$ cat config.mk
export PLATFORM = sky130hd
export DESIGN_NAME = id_exe_pipe_reg
export DESIGN_NICKNAME = d
export VERILOG_FILES = /design/src/rtl/cpu_pkg.sv /design/src/rtl/pipe_skid_buf.sv /design/src/rtl/id_exe_pipe_reg.sv
export SDC_FILE = /design/constraint.sdc
export NUM_CORES = 1
export LEC_CHECK = 0
export BUFFER_PORTS_ARGS = -buffer_cell sky130_fd_sc_hd__buf_2
export CAP_MARGIN = 20
export CORE_MARGIN = 2
export CORE_UTILIZATION = 55
export CTS_CLUSTER_SIZE = 8
export DETAILED_ROUTE_END_ITERATION = 8
export PLACE_DENSITY = 0.9
export RECOVER_POWER = 50
export SLEW_MARGIN = 0
export SYNTH_ARGS = -nofsm -noshare
export SYNTH_HDL_FRONTEND = slang
export SYNTH_SLANG_ARGS = --single-unit
$ cat constraint.sdc
create_clock -name clk -period 2.43 [get_ports clk]
set_input_delay 0.1215 -clock clk [delete_from_list [all_inputs] [get_ports clk]]
set_output_delay 0.1215 -clock clk [all_outputs]
set_load 0.005 [all_outputs]
$ cat src/rtl/cpu_pkg.sv
// Shared definitions for the pipelined CPU: default field widths, ALU opcodes,
// the ID->EXE bundle layout and the skid buffer state encoding.
package cpu_pkg;

    localparam int DATA_W_DEF = 32;
    localparam int ALUC_W_DEF = 4;
    localparam int RA_W_DEF   = 5;
    localparam int CNT_W_DEF  = 16;

    localparam logic [ALUC_W_DEF-1:0] ALU_ADD = 4'b0000;
    localparam logic [ALUC_W_DEF-1:0] ALU_AND = 4'b0001;
    localparam logic [ALUC_W_DEF-1:0] ALU_XOR = 4'b0010;
    localparam logic [ALUC_W_DEF-1:0] ALU_SLL = 4'b0011;
    localparam logic [ALUC_W_DEF-1:0] ALU_SUB = 4'b0100;
    localparam logic [ALUC_W_DEF-1:0] ALU_OR  = 4'b0101;
    localparam logic [ALUC_W_DEF-1:0] ALU_LUI = 4'b0110;
    localparam logic [ALUC_W_DEF-1:0] ALU_SRL = 4'b0111;
    localparam logic [ALUC_W_DEF-1:0] ALU_SRA = 4'b1111;

    // Encoded as {main_valid, skid_valid}; 2'b01 is unreachable.
    typedef enum logic [1:0] {
        SKID_EMPTY = 2'b00,
        SKID_ONE   = 2'b10,
        SKID_FULL  = 2'b11
    } skid_state_e;

    // Field order matches the packed bus used by id_exe_pipe_reg.
    typedef struct packed {
        logic                  wreg;
        logic                  m2reg;
        logic                  wmem;
        logic [ALUC_W_DEF-1:0] aluc;
        logic                  aluimm;
        logic [DATA_W_DEF-1:0] qa;
        logic [DATA_W_DEF-1:0] qb;
        logic [DATA_W_DEF-1:0] imm;
        logic [RA_W_DEF-1:0]   rd;
    } idex_bundle_t;

    function automatic int idex_width(input int data_w, input int aluc_w, input int ra_w);
        return 4 + aluc_w + 3 * data_w + ra_w;
    endfunction

endpackage

$ cat src/rtl/pipe_skid_buf.sv
// Generic two-entry valid/ready skid buffer with synchronous flush.
// in_ready depends only on registered state, so there is no ready path from out to in.
module pipe_skid_buf
    import cpu_pkg::*;
#(
    parameter int WIDTH = 8
) (
    input  logic             clk,
    input  logic             rst_n,
    input  logic             flush,
    input  logic             in_valid,
    output logic             in_ready,
    input  logic [WIDTH-1:0] in_data,
    output logic             out_valid,
    input  logic             out_ready,
    output logic [WIDTH-1:0] out_data,
    output skid_state_e      state
);

    // Handshake: a transfer happens on an edge where valid & ready are both high;
    // a producer holds valid and data stable until that edge.
    skid_state_e      state_q, state_d;
    logic [WIDTH-1:0] main_q, main_d;
    logic [WIDTH-1:0] skid_q, skid_d;
    logic             accept, consume;

    assign in_ready  = (state_q != SKID_FULL);
    assign out_valid = (state_q != SKID_EMPTY);
    assign out_data  = main_q;
    assign state     = state_q;
    assign accept    = in_valid & in_ready;
    assign consume   = out_valid & out_ready;

    always_comb begin
        state_d = state_q;
        main_d  = main_q;
        skid_d  = skid_q;
        if (flush) begin
            state_d = SKID_EMPTY;
        end else begin
            case (state_q)
                SKID_EMPTY: begin
                    if (accept) begin
                        main_d  = in_data;
                        state_d = SKID_ONE;
                    end
                end
                SKID_ONE: begin
                    if (accept && consume) begin
                        main_d = in_data;
                    end else if (accept) begin
                        skid_d  = in_data;
                        state_d = SKID_FULL;
                    end else if (consume) begin
                        state_d = SKID_EMPTY;
                    end
                end
                SKID_FULL: begin
                    // in_ready is low here, so only the skid entry can advance.
                    if (consume) begin
                        main_d  = skid_q;
                        state_d = SKID_ONE;
                    end
                end
                default: state_d = SKID_EMPTY;
            endcase
        end
    end

    always_ff @(posedge clk or negedge rst_n) begin
        if (!rst_n) begin
            state_q <= SKID_EMPTY;
            main_q  <= '0;
            skid_q  <= '0;
        end else begin
            state_q <= state_d;
            main_q  <= main_d;
            skid_q  <= skid_d;
        end
    end

endmodule

$ cat src/rtl/id_exe_pipe_reg.sv
// ID->EXE pipeline register: packs decode fields into a skid buffer, gates the
// write enables with ex_valid and counts EXE bubble cycles.
module id_exe_pipe_reg
    import cpu_pkg::*;
#(
    parameter int DATA_W = DATA_W_DEF,
    parameter int ALUC_W = ALUC_W_DEF,
    parameter int RA_W   = RA_W_DEF,
    parameter int CNT_W  = CNT_W_DEF
) (
    input  logic              clk,
    input  logic              rst_n,
    input  logic              flush,
    input  logic              id_valid,
    output logic              id_ready,
    input  logic              id_wreg,
    input  logic              id_m2reg,
    input  logic              id_wmem,
    input  logic [ALUC_W-1:0] id_aluc,
    input  logic              id_aluimm,
    input  logic [DATA_W-1:0] id_qa,
    input  logic [DATA_W-1:0] id_qb,
    input  logic [DATA_W-1:0] id_imm,
    input  logic [RA_W-1:0]   id_rd,
    output logic              ex_valid,
    input  logic              ex_ready,
    output logic              ex_wreg,
    output logic              ex_m2reg,
    output logic              ex_wmem,
    output logic [ALUC_W-1:0] ex_aluc,
    output logic              ex_aluimm,
    output logic [DATA_W-1:0] ex_qa,
    output logic [DATA_W-1:0] ex_qb,
    output logic [DATA_W-1:0] ex_imm,
    output logic [RA_W-1:0]   ex_rd,
    output logic [CNT_W-1:0]  bubble_cnt,
    output skid_state_e       dbg_state
);

    localparam int BUS_W = idex_width(DATA_W, ALUC_W, RA_W);

    logic [BUS_W-1:0] id_bus, ex_bus;
    logic             ex_wreg_raw, ex_wmem_raw;
    logic [CNT_W-1:0] bubble_cnt_q, bubble_cnt_d;

    assign id_bus = {id_wreg, id_m2reg, id_wmem, id_aluc, id_aluimm,
                     id_qa, id_qb, id_imm, id_rd};

    pipe_skid_buf #(.WIDTH(BUS_W)) u_skid (
        .clk       (clk),
        .rst_n     (rst_n),
        .flush     (flush),
        .in_valid  (id_valid),
        .in_ready  (id_ready),
        .in_data   (id_bus),
        .out_valid (ex_valid),
        .out_ready (ex_ready),
        .out_data  (ex_bus),
        .state     (dbg_state)
    );

    assign {ex_wreg_raw, ex_m2reg, ex_wmem_raw, ex_aluc, ex_aluimm,
            ex_qa, ex_qb, ex_imm, ex_rd} = ex_bus;

    // A bubble must never write the regfile or memory.
    assign ex_wreg = ex_wreg_raw & ex_valid;
    assign ex_wmem = ex_wmem_raw & ex_valid;

    always_comb begin
        bubble_cnt_d = bubble_cnt_q;
        if (!ex_valid && ex_ready && (bubble_cnt_q != {CNT_W{1'b1}})) begin
            bubble_cnt_d = bubble_cnt_q + {{(CNT_W-1){1'b0}}, 1'b1};
        end
    end

    always_ff @(posedge clk or negedge rst_n) begin
        if (!rst_n) begin
            bubble_cnt_q <= '0;
        end else begin
            bubble_cnt_q <= bubble_cnt_d;
        end
    end

    assign bubble_cnt = bubble_cnt_q;

endmodule
# --- After elaboration in Yosys (flattened, before gate mapping) ---
# Index checks and enable logic that the tools add are counted.
totals:
  wordCells: 43
  register_bits: 236
  output_inout_bits: 129
  input_bits: 114
op_classes:
  mux: 11
  n_addsub: 1
  n_reduce_logical: 10
  n_eq_ne: 11
  n_bitwise: 6
op_table:
  columns: ["operator", "count"]
  rows:
  - ["109-bit 2-to-1 mux", 3]
  - ["109-bit one-hot mux with 3 select lines", 1]
  - ["16-bit by 1-bit adder with 16-bit output, second input constant", 1]
  - ["16-bit inequality test, second input constant", 1]
  - ["2-bit 2-to-1 mux", 6]
  - ["4-bit AND reduction", 2]
  - ["2-bit by 1-bit inequality test with 1-bit output, second input constant", 3]
  - ["3-bit by 2-bit inequality test with 1-bit output, second input constant", 2]
  - ["2-bit one-hot mux with 3 select lines", 1]
  - ["5-bit AND reduction", 1]
  - ["1-bit AND", 4]
  - ["2-bit equality test, second input constant", 2]
  - ["4-bit by 2-bit inequality test with 1-bit output, second input constant", 1]
  - ["1-bit logical AND", 3]
  - ["3-bit inequality test, second input constant", 1]
  - ["3-bit nonzero test", 1]
  - ["2-bit logical NOT", 1]
  - ["2-bit inequality test, second input constant", 1]
  - ["1-bit NOT", 2]
  - ["2-bit nonzero test", 1]
  - ["1-bit logical NOT", 1]

# --- Depth between registers and ports, before layout ---
# Gate-level depths: netlist of run 1.
depth:
  depth_word: 7
  ltp_mapped: 9
  ltp_nobuf: 6

# --- Modules after synthesis ---
# Synthesis of run 1 repeated with hierarchy kept, for this count alone.
hier_totals:
  cells_unflattened: 689
  area_unflattened_um2: 10507.6
modules_own_cells:
  columns: ["mod", "seq_area_each_um2", "area_each_um2", "cells_per_inst", "n_inst"]
  rows:
  - ["pipe_skid_buf", 5505.3, 9649.3, 611, 1]
  - ["id_exe_pipe_reg", 400.4, 858.3, 78, 1]

# --- Worst setup path before layout of run 1 ---
# No wires, ideal clock.
synth_timing:
  path_kind: "reg2reg"
  from: "register u_skid.state_q[0] (netlist: u_skid.state[0])"
  to: "register u_skid.main_q[100] (netlist: u_skid.out_data[100])"
  path_buffers: 3
  arrival_ns: 1.914
  synth_period_minus_slack_ns: 2.040
  path_stages_with_launch: 10
  required_time_ns: 2.305
  slack_ns: 0.390
  setup_time_ns: 0.125
  cell_sequence: "dfrtp_1 inv_1 ha_1 nor2b_2 o21ai_1 a21boi_1 buf_6 buf_6 buf_8 mux2_4"
synth_between:
  elab_chain_cells: 5
  elab_cells_between_ends: 14
  classes_between: "eq/ne (6); mux (1); bitwise (2); reduce/logical (5)"
synth_lines:
  columns: ["element", "line", "rtl"]
  rows:
  - ["from (decl)", "pipe_skid_buf.sv:22", "skid_state_e state_q, state_d;"]
  - ["from (signal assigned)", "pipe_skid_buf.sv:76", "state_q <= state_d;"]
  - ["2-bit inequality test or 2-bit nonzero test (tied branches)", "pipe_skid_buf.sv:27, pipe_skid_buf.sv:28", null]
  - ["1-bit AND (on tied branches)", "pipe_skid_buf.sv:31, pipe_skid_buf.sv:32", null]
  - ["1-bit logical AND", "pipe_skid_buf.sv:49", "if (accept && consume) begin"]
  - ["2-bit by 1-bit inequality test with 1-bit output (no line)", null, null]
  - ["5-bit AND reduction (no line)", null, null]
  - ["to (signal assigned)", "pipe_skid_buf.sv:77", "main_q <= main_d;"]
  - ["to (decl)", "pipe_skid_buf.sv:23", "logic [WIDTH-1:0] main_q, main_d;"]
# Parallel ways exist; a longest one is shown, timed or not.
# A chain may end at the register's enable or synchronous reset.

# --- Worst setup path after layout of run 1 ---
layout_timing:
  from: "register u_skid.state_q[1] (netlist: u_skid.state[1])"
  to: "register u_skid.main_q[35] (netlist: u_skid.out_data[35])"
# Same word-level chain as after synthesis.

==> results of run 1 <==
## metal layers
layer  wire length (µm)  part of all wire (%)  GRT usage, %  up-vias
li1                   -                     -             -     3196
met1               9800                    38          27.0     3569
met2              13600                    53          42.9      240
met3               1320                   5.1          5.56       88
met4               1100                   4.3          11.1        0
met5                  0                     0             0        -
## Yosys cell counts (all sizes together)
library cell    n
nor3b           2
and4b           1
dfrtp         236
nor2            8
or2             1
or3             1
o31ai           1
nor2b           2
mux2          330
nand2           5
o21ai           2
ha              6
clkbuf          9
and2b           2
a211oi          1
inv             6
o22a            1
nand4           5
buf           132
nor3            9
nor4b           2
xor2           12
and3            1
o31a            1
nor4            3
xnor2           1
a21boi          1
nand3           5
## layout by cell type (no fill, tap or decap), types with 2 or more instances in the layout
cell	count
mux2_2	319
dfrtp_1	235
buf_2	208
dlygate4sd3_1	111
clkbuf_16	36
clkbuf_1	33
xor2_1	12
buf_12	11
mux2_4	10
nor2_1	8
nor3_1	8
buf_4	7
inv_1	6
nand3_1	5
ha_1	5
nand2_1	4
nand4_2	3
and2b_1	2
nand4_1	2
nor3b_1	2
nor4b_1	2
clkbuf_2	2
buf_6	2
## per-stage QoR
step / power [mW] / utilization, % / hold WS, ns
after CTS: 16.3 / 70.5 / 0.0715
after global placement: 11.4 / 60.2 / 0.132
after detailed placement: 11.7 / 60.2 / 0.134
final: 16.3 / 70.1 / 0.0939
after global routing: 17.1 / 70.1 / 0.108
after floorplan: 10.8 / - / -0.174
## state kept, by name (all words and copies together), names as in the netlist
name             flops
u_skid.out_data    109
u_skid.skid_q      109
bubble_cnt          16
u_skid.state         2
## path summary, 6_finish.rpt
| check | slack [ns] | endpoint | start |
|---|---|---|---|
| max | 0.05 | u_skid.out_data[35] | u_skid.state[1] |
| min | 0.09 | u_skid.state[0] | id_valid |
| max reg2reg | 0.05 | u_skid.out_data[35] | u_skid.state[1] |
| min reg2reg | 0.50 | u_skid.out_data[67] | u_skid.out_data[67] |
| max in group asynchronous | 0.43 | u_skid.out_data[63] | rst_n |
| min in group asynchronous | 0.67 | u_skid.out_data[43] | rst_n |
## final cells by class
class / count / area (µm²)
fillers: 1281 / 6020
flip-flops and latches: 236 / 5910
multi-input cells: 403 / 4340
repair buffers: 375 / 2580
clock buffers: 36 / 901
well taps: 270 / 338
clock inverters: 3 / 55.1
inverters: 6 / 22.5
## power by group
part           leakage [nW]  total [mW]  internal, mW  switching (mW)
Combinational          3.07        4.98          2.98            2.00
Sequential             2.82        6.98          5.86            1.12
Clock                 0.469        4.34          2.71            1.63
## cells by family (layout without fill, tap and decap cells)
group / after synthesis / in the layout / share of synthesized area [%]
AO/OA/AOI/OAI: 7 / 7 / 0.444
AND/OR/NAND/NOR: 47 / 47 / 2.75
adder cells (fa/ha/maj): 6 / 6 / 0.666
multiplexers: 330 / 330 / 33.3
XOR/XNOR: 13 / 13 / 1.01
buffers and inverters: 147 / 420 / 9.38
flip-flops: 236 / 236 / 52.4
## timing repair
action                     CTS  global route
setup buffers                0             0
setup endpoints to repair    0            55
hold endpoints to repair   239             0
hold buffers               111             0
gates resized for setup      0             2
## critical path: stages, from the launching register on
cell and delay [ns]:
dfrtp_1 0.46, inv_1 0.11, ha_1 0.32, nor2b_4 0.19, o21ai_1 0.12, a21boi_4 0.25
buf_12 0.20, buf_12 0.17, mux2_2 0.38
==> run metrics, run 1 <==
grt total ovfl 0; Mapped Area ~11000 µm²; largest net degree at the start of global routing 82; Place WS between 0.07 and 0.08 ns; Clock Tree Buf Depth 3; CTS H-tree lvls 2; # DRC 0; startpoint types flop; clk sinks about 240; PD cells 1150 nW/µm²; Core Box Area 20200 µm²; TritonCTS Buffers 35; Hold Crit Depth 4; R2R depth 8; number of synthesis warnings 0; cells after synthesis 786; Synth area leader dfrtp_1; Mean Syn Cell Area 14.3 µm²; Yosys reg bits 236; worst skew pair latency approximately 0.5 ns; Distinct cells, synth 38; CP endpoint kind flop; Initial DRC Count between 200 and 250; area post-placement 12100 µm²; die area about 22000 µm²; DR vias between 7000 and 8000; Slew Limit Headroom -20.2%; post-route ant nets 0; FP Rows 52; clock-pin slew on the worst setup and hold paths about 0.05 ns; Lkg Pwr 6.36 nW; final non-filler cell total 1329; CTS tree done; I/O Pins 243; synth-to-layout area growth 25.6%; Max Cap Viol 1; ratio of final minimum period to clock period between 90% and 100%; VDD IR max between 0.001 and 0.0015 V; initial core utilization between 50% and 60%; share of cells above drive strength 1 between 50% and 60%; status finished with violations; syn nets a little over 900; post-route cell area roughly 14000 µm²; clock skew roughly 0.016 ns; register area share after synthesis between 50% and 60%; Final Hold Fails 0; violated checks capacitance limit, slew limit; initial antenna violation count 0; dpl cells between 1000 and 1500; port bufs around 240; Worst-Margin Slew 1.80 ns; GPL Wtd Cong ~0.81; Worst Path Arrival 2.74 ns; Tmin final 2.38 ns; setup ws final 0.0526 ns; DRT Pass-1 Iters 4; Req. time, crit path 2.79 ns; HPWL after DPL roughly 15000 µm; CP Class flop to flop; crit path max fanout 18; DIE WIDTH approximately 150 µm; Layout Nets roughly 1200; WL per Instance slightly below 20 µm; Max Clk Rate 421 MHz; Slew Limit Fails 74; RSZ-0062 raised after global routing false; Overall Global Routing Usage between 20% and 30%; post-synth top area share ~52%; Total Wirelength between 20000 and 30000 µm; Diodes inserted 0; total negative slack 0 ns; Worst Hold Class input pin to flop; first-pass GRT wire length 41300 µm; Vias/cell around 5.3; Root Buffer clkbuf_16; most area-consuming cells after synthesis dfrtp_1 52%, mux2_2 32%, buf_4 8.1%, mux2_4 1.3%, xor2_1 0.93%; Die H between 100 and 150 µm; # setup viols final 0; number of global-route vias before repair between 7000 and 8000
(Power assumes the default switching activity.)
==> inputs of run 2 (changes only) <==
--- a/config.mk
+++ b/config.mk
@@ -11,7 +11,7 @@
 export CORE_UTILIZATION = 55
 export CTS_CLUSTER_SIZE = 8
 export DETAILED_ROUTE_END_ITERATION = 8
-export PLACE_DENSITY = 0.9
+export PLACE_DENSITY_LB_ADDON = 0.25
 export RECOVER_POWER = 50
 export SLEW_MARGIN = 0
 export SYNTH_ARGS = -nofsm -noshare
==> run 2 against run 1 <==
The run still ends with capacitance limit, slew limit left. Sequential share of layout area grew 0.23 points. Clock skew hardly changed. Design area shrank 0.57%. Power shrank 2.6%. Routed wire length decreased by 11%. Register-to-register slack better by 0.05 ns. Setup slack gained 0.046 ns. Sequential cell count is the same. Cell count decreased by 0.30%. Hold slack better by 0.031 ns. First-iteration DRC count is 25% lower. Critical path type unchanged. Largest cell class unchanged.
==> run metrics, run 2 (same netlist as run 1, synthesis figures left out) <==
Clk pwr share 27.0% (+0.4 points); clock-pin slew on the worst setup and hold paths 0.05 ns (about the same); Max Cap Viol 1 (unchanged); WL per Instance 17.2 µm (-11%); clk sinks 236 (unchanged); post-route ant nets 0 (unchanged); I/O Pins 243 (unchanged); CP Cell Sequence inv_1 > ha_1 > nor2b_2 > o21ai_1 > a21boi_4 > buf_12 > mux2_2; CP Class flop to flop; Total Wirelength 22800 µm (-11%); post-route cell area 14100 µm² (-0.57%); final non-filler cell total 1325 (-0.30%); startpoint types flop; # setup viols final 0 (unchanged); RSZ-0062 raised after global routing true; TritonCTS Buffers 35 (unchanged); clock skew 0.0155 ns (-0.000495 ns); DIE WIDTH 147 µm (unchanged); PD cells 1130 nW/µm² (-2.0%); # DRC 0 (unchanged); GPL Wtd Cong 0.782 (-3.4%); Place WS 0.136 ns (+0.0608 ns); number of global-route vias before repair 7415 (-6.7%); initial antenna violation count 0 (unchanged); crit path max fanout 59 (+41); Final Hold Fails 0 (unchanged); Clock Tree Buf Depth 3 (unchanged); Lkg Pwr 6.35 nW (-0.19%); total net switching power 4.41 mW (-7.1%); Net Sw Frac 27.8% (-1.3 points); initial core utilization 55.9% (unchanged); dpl cells 1175 (-0.34%); CTS tree done; Overall Global Routing Usage 21.1% (-2.8 points); area post-placement 12000 µm² (-0.87%); total negative slack 0 ns (unchanged); DRT Pass-1 Iters 4 (unchanged); first-pass GRT wire length 37500 µm (-9.2%); violated checks capacitance limit, slew limit; port bufs 242 (unchanged); Core Box Area 20200 µm² (unchanged); routing usage on met2 37.8% (-5.0 points); share of cells above drive strength 1 58.5% (+0.69 points); grt met1 use 25.5% (-1.5 points); Slowest cell on crit path dfrtp_1; Diodes inserted 0 (unchanged); CTS H-tree lvls 2 (unchanged); worst skew pair latency 0.48 ns (-0.02 ns); Max Clk Rate 429 MHz (+2.0%); Req. time, crit path 2.79 ns (about the same); Worst-Margin Slew 1.95 ns (+0.148 ns); Pint 11.5 mW (-0.76%); status finished with violations; Layout Nets 1173 (-0.34%); setup ws final 0.0989 ns (+0.0463 ns); synth-to-layout area growth 24.8%; most used routing layer met2; post_cts resized 0 (unchanged); FP Rows 52 (unchanged); CP endpoint kind flop; Root Buffer clkbuf_16; VDD IR max 0.000676 V (-34%); slowest cell delay on critical path 0.46 ns (about the same); HPWL after DPL 14100 µm (-6.3%); Comb power frac 30.0% (-0.6 points); Seq pwr share 43.0% (+0.2 points); Tmin final 2.33 ns (-0.0463 ns); final core occ 69.7% (-0.40 points); largest net degree at the start of global routing 110 (+34%); commonest cells after routing, fill and taps aside 319 x mux2_2, 236 x dfrtp_1, 217 x buf_2; Slew Limit Headroom -30.1% (-9.9 points); Vias/cell 5.14 (-3.7%); ratio of final minimum period to clock period 95.9% (-1.9 points); DR vias 6811 (-4.0%); Initial DRC Count 185 (-25%); Worst Hold Class input pin to flop; met3 GRT Util 5.65% (+0.093 points); post-CTS setup repair buffer count 0 (unchanged); most common cell after layout, fill and taps aside mux2_2; die area 21600 µm² (unchanged); Slew Limit Fails 75 (+1.4%); Die H 147 µm (unchanged); grt total ovfl 0 (unchanged); Worst Path Arrival 2.69 ns (-0.05 ns)
[run 2: cell count changes in the layout (fill, tap and decap cells not counted), sizes merged]
cell    before  now
clkbuf      71   63
buf        229  233
[run 2: repair_timing]
| action | CTS | global route |
|---|---|---|
| hold buffers | 111 | 0 |
| endpoints found under the hold margin | 240 | 0 |
| endpoints found under the setup margin | 0 | 17 |
[run 2: stage by stage]
step,hold WS [ns],power [mW]
after floorplan,-0.174,10.8
after global placement,0.145,11.3
after detailed placement,0.147,11.5
after CTS,0.120,16.1
after global routing,0.133,16.8
final,0.125,15.9
[run 2: layout make-up]
| class | count | area, µm² |
|---|---|---|
| Clock buffer | 36 | 901 |
| Clock inverter | 3 | 55.1 |
| Fill cell | 1414 | 6110 |
| Inverter | 6 | 22.5 |
| Multi-Input combinational cell | 403 | 4330 |
| Sequential cell | 236 | 5910 |
| Tap cell | 270 | 338 |
| Timing Repair Buffer | 371 | 2510 |
[run 2: power groups by stage]
stage	clock (mW)	combinational [mW]	sequential, mW
after floorplan	0	4.26	6.58
after global placement	0	4.56	6.75
after detailed placement	0	4.69	6.83
after CTS	4.41	4.87	6.80
after global routing	4.59	5.16	7.07
final	4.29	4.76	6.83
[run 2: worst paths after layout]
path	from	to	slack [ns]	cells past startpoint
worst max-delay path	u_skid.state[0]	u_skid.out_data[52]	0.1	7
min in group asynchronous	rst_n	bubble_cnt[12]	0.74	2
worst max register to register	u_skid.state[0]	u_skid.out_data[52]	0.1	7
worst min register to register	u_skid.out_data[9]	u_skid.out_data[9]	0.50	1
max in group asynchronous	rst_n	u_skid.skid_q[98]	0.42	3
worst min-delay path	id_valid	u_skid.state[0]	0.13	4
[run 2: worst max-delay path: cells and delay by family (launching register included)]
kind                       cells  cell delay [ns]
DFF                            1             0.46
buffers and inverters          2             0.45
muxes                          1             0.39
adders and majority gates      1             0.26
and+or+nand+nor                1             0.21
AOI/OAI and AO/OA              2             0.38
[run 2: per-layer routing]
layer	share of wire, %	vias up	routed length [µm]
li1	-	3174	-
met1	41	3425	9430
met2	52	185	11800
met3	5.9	27	1360
met4	1.3	0	286
met5	0	-	0
==> inputs of run 3 (changes only) <==
--- a/config.mk
+++ b/config.mk
@@ -13,6 +13,7 @@
 export DETAILED_ROUTE_END_ITERATION = 8
 export PLACE_DENSITY_LB_ADDON = 0.25
 export RECOVER_POWER = 50
+export REMOVE_ABC_BUFFERS = 1
 export SLEW_MARGIN = 0
 export SYNTH_ARGS = -nofsm -noshare
 export SYNTH_HDL_FRONTEND = slang
==> run 3 against run 2 <==
The run still ends with capacitance limit, slew limit left. Fmax increased by 1.6%. Design area about the same. Critical path depth unchanged. Clock power increased by 0.9%. Register-to-register slack improved by 0.04 ns. Utilization about the same. Sequential cell count unchanged. Non-clock buffer count decreased by 3. Cell count decreased by 0.30%. Die area unchanged. Combinational power about the same. Via count increased by 1.3%.
==> run metrics, run 3 (same netlist as run 1, synthesis figures left out) <==
Slowest cell on crit path dfrtp_1; dpl cells 1172 (-0.26%); Die H 147 µm (unchanged); Layout Nets 1170 (-0.26%); CP Class flop to flop; # setup viols final 0 (unchanged); DIE WIDTH 147 µm (unchanged); Final Hold Fails 0 (unchanged); post_cts resized 0 (unchanged); TritonCTS Buffers 35 (unchanged); clock skew 0.0122 ns (-0.00333 ns); # DRC 0 (unchanged); PD cells 1130 nW/µm² (+0.38%); grt met1 use 28.1% (+2.5 points); routing usage on met2 36.5% (-1.3 points); WHS 0.126 ns (+0.000371 ns); Req. time, crit path 2.80 ns (about the same); GPL Wtd Cong 0.857 (+9.6%); Total Wirelength 23100 µm (+1.1%); share of cells above drive strength 1 57.7% (-0.82 points); most used routing layer met2; number of global-route vias before repair 7439 (+0.32%); Lkg Pwr 6.32 nW (-0.39%); VDD IR max 0.000756 V (+12%); status finished with violations; commonest cells after routing, fill and taps aside 319 x mux2_2, 236 x dfrtp_1, 211 x buf_2; initial antenna violation count 0 (unchanged); WP buf/inv 2 (unchanged); synth-to-layout area growth 24.8% (about the same); Slew Limit Fails 60 (-20%); Worst Hold Class input pin to flop; first-pass GRT wire length 38100 µm (+1.7%); initial core utilization 55.9% (unchanged); slowest cell delay on critical path 0.47 ns (about the same); ratio of final minimum period to clock period 94.5% (-1.5 points); Fill cells 1446 (+2.3%); crit path max fanout 57 (-3.4%); Initial DRC Count 267 (+44%); largest net degree at the start of global routing 110 (unchanged); die area 21600 µm² (unchanged); post-route ant nets 0 (unchanged); I/O Pins 243 (unchanged); RSZ-0062 raised after global routing false; FP Rows 52 (unchanged); Worst-Margin Slew 1.61 ns (-0.341 ns); Max Cap Viol 1 (unchanged); Tmin final 2.30 ns (-0.0359 ns); Clock Tree Buf Depth 3 (unchanged); CP endpoint kind flop; DRT Pass-1 Iters 4 (unchanged); Vias/cell 5.22 (+1.6%); clock-pin slew on the worst setup and hold paths 0.05 ns (about the same); grt total ovfl 0 (unchanged); cell family contributing the most delay on the critical path flip-flops; Root Buffer clkbuf_16; Multi-input gate area 4330 µm² (unchanged); HPWL after DPL 13900 µm (-1.1%); Core Box Area 20200 µm² (unchanged); most common cell after layout, fill and taps aside mux2_2; CTS H-tree lvls 2 (unchanged); clk sinks 236 (unchanged); Diodes inserted 0 (unchanged); final non-filler cell total 1321 (-0.30%); WL per Instance 17.5 µm (+1.4%); DR vias 6902 (+1.3%); Worst Path Arrival 2.66 ns (-0.03 ns); Max Clk Rate 436 MHz (+1.6%); port bufs 242 (unchanged); final core occ 69.7% (about the same); startpoint types flop; met3 GRT Util 6.09% (+0.43 points); violated checks capacitance limit, slew limit; Overall Global Routing Usage 21.8% (+0.66 points); worst skew pair latency 0.49 ns (about the same); CP Cell Sequence inv_1 > ha_1 > nor2b_2 > o21ai_1 > a21boi_4 > buf_12 > mux2_2; CTS tree done; Reg area 5910 µm² (unchanged); Slew Limit Headroom -7.37% (+23 points)
run 3: changes by cell type in the layout (fill, tap and decap cells not counted), moves of 3 or more:
cell / change
buf_12: +3
buf_2: -6
buf_4: -7
clkbuf_1: +8
run 3: through the flow:
stage | instance area (µm²) | setup slack [ns] | TNS (ns) | power [mW]
2_1_floorplan | 10200 | -6.93 | -1417.12 | 9.69
4_1_cts | 14100 | 0.137 | 0 | 16.1
3_5_place_dp | 12100 | 0.142 | 0 | 11.6
5_1_grt | 14100 | 0.0133 | 0 | 16.9
6_report | 14100 | 0.135 | 0 | 15.9
3_3_place_gp | 12100 | 0.220 | 0 | 11.3
run 3: final timing paths:
path                            slack (ns)         startpoint  depth (start not counted)                   end
worst max-delay path                  0.13    u_skid.state[1]                          7    u_skid.out_data[8]
worst min-delay path                  0.13           id_valid                          4       u_skid.state[0]
worst max register to register        0.13    u_skid.state[1]                          7    u_skid.out_data[8]
worst min register to register        0.50  u_skid.skid_q[11]                          1     u_skid.skid_q[11]
max in group asynchronous             0.48              rst_n                          3  u_skid.out_data[106]
min in group asynchronous             0.60              rst_n                          2        bubble_cnt[13]
run 3: layout make-up:
class	instances	share of cell area, %
repair buffers	368	17.9
well taps	270	2.40
clock buffers	37	6.58
clock inverters	1	0.214
flip-flops and latches	236	42.0
multi-input cells	403	30.8
inverters	6	0.160
run 3: worst min-delay path, stage by stage:
cell	delay [ns]
buf_2	0.09
nor2b_2	0.17
nand4_1	0.09
o31ai_1	0.08
run 3: repair_timing:
action                    4_1_cts  5_1_grt
hold buffers                  111        0
setup buffers                   0        0
hold endpoints to repair      217        0
run 3: per-layer routing:
layer,vias up,routed length (µm)
met5,-,0
met4,0,464
met3,39,1500
met2,187,11300
met1,3495,9800
li1,3181,-
run 3: power by group:
part           leakage [nW]  internal [mW]  total [mW]  switching [mW]
logic                  3.03           2.89        4.74            1.85
registers              2.82           5.86        6.87            1.01
clock network         0.470           2.76        4.33            1.58
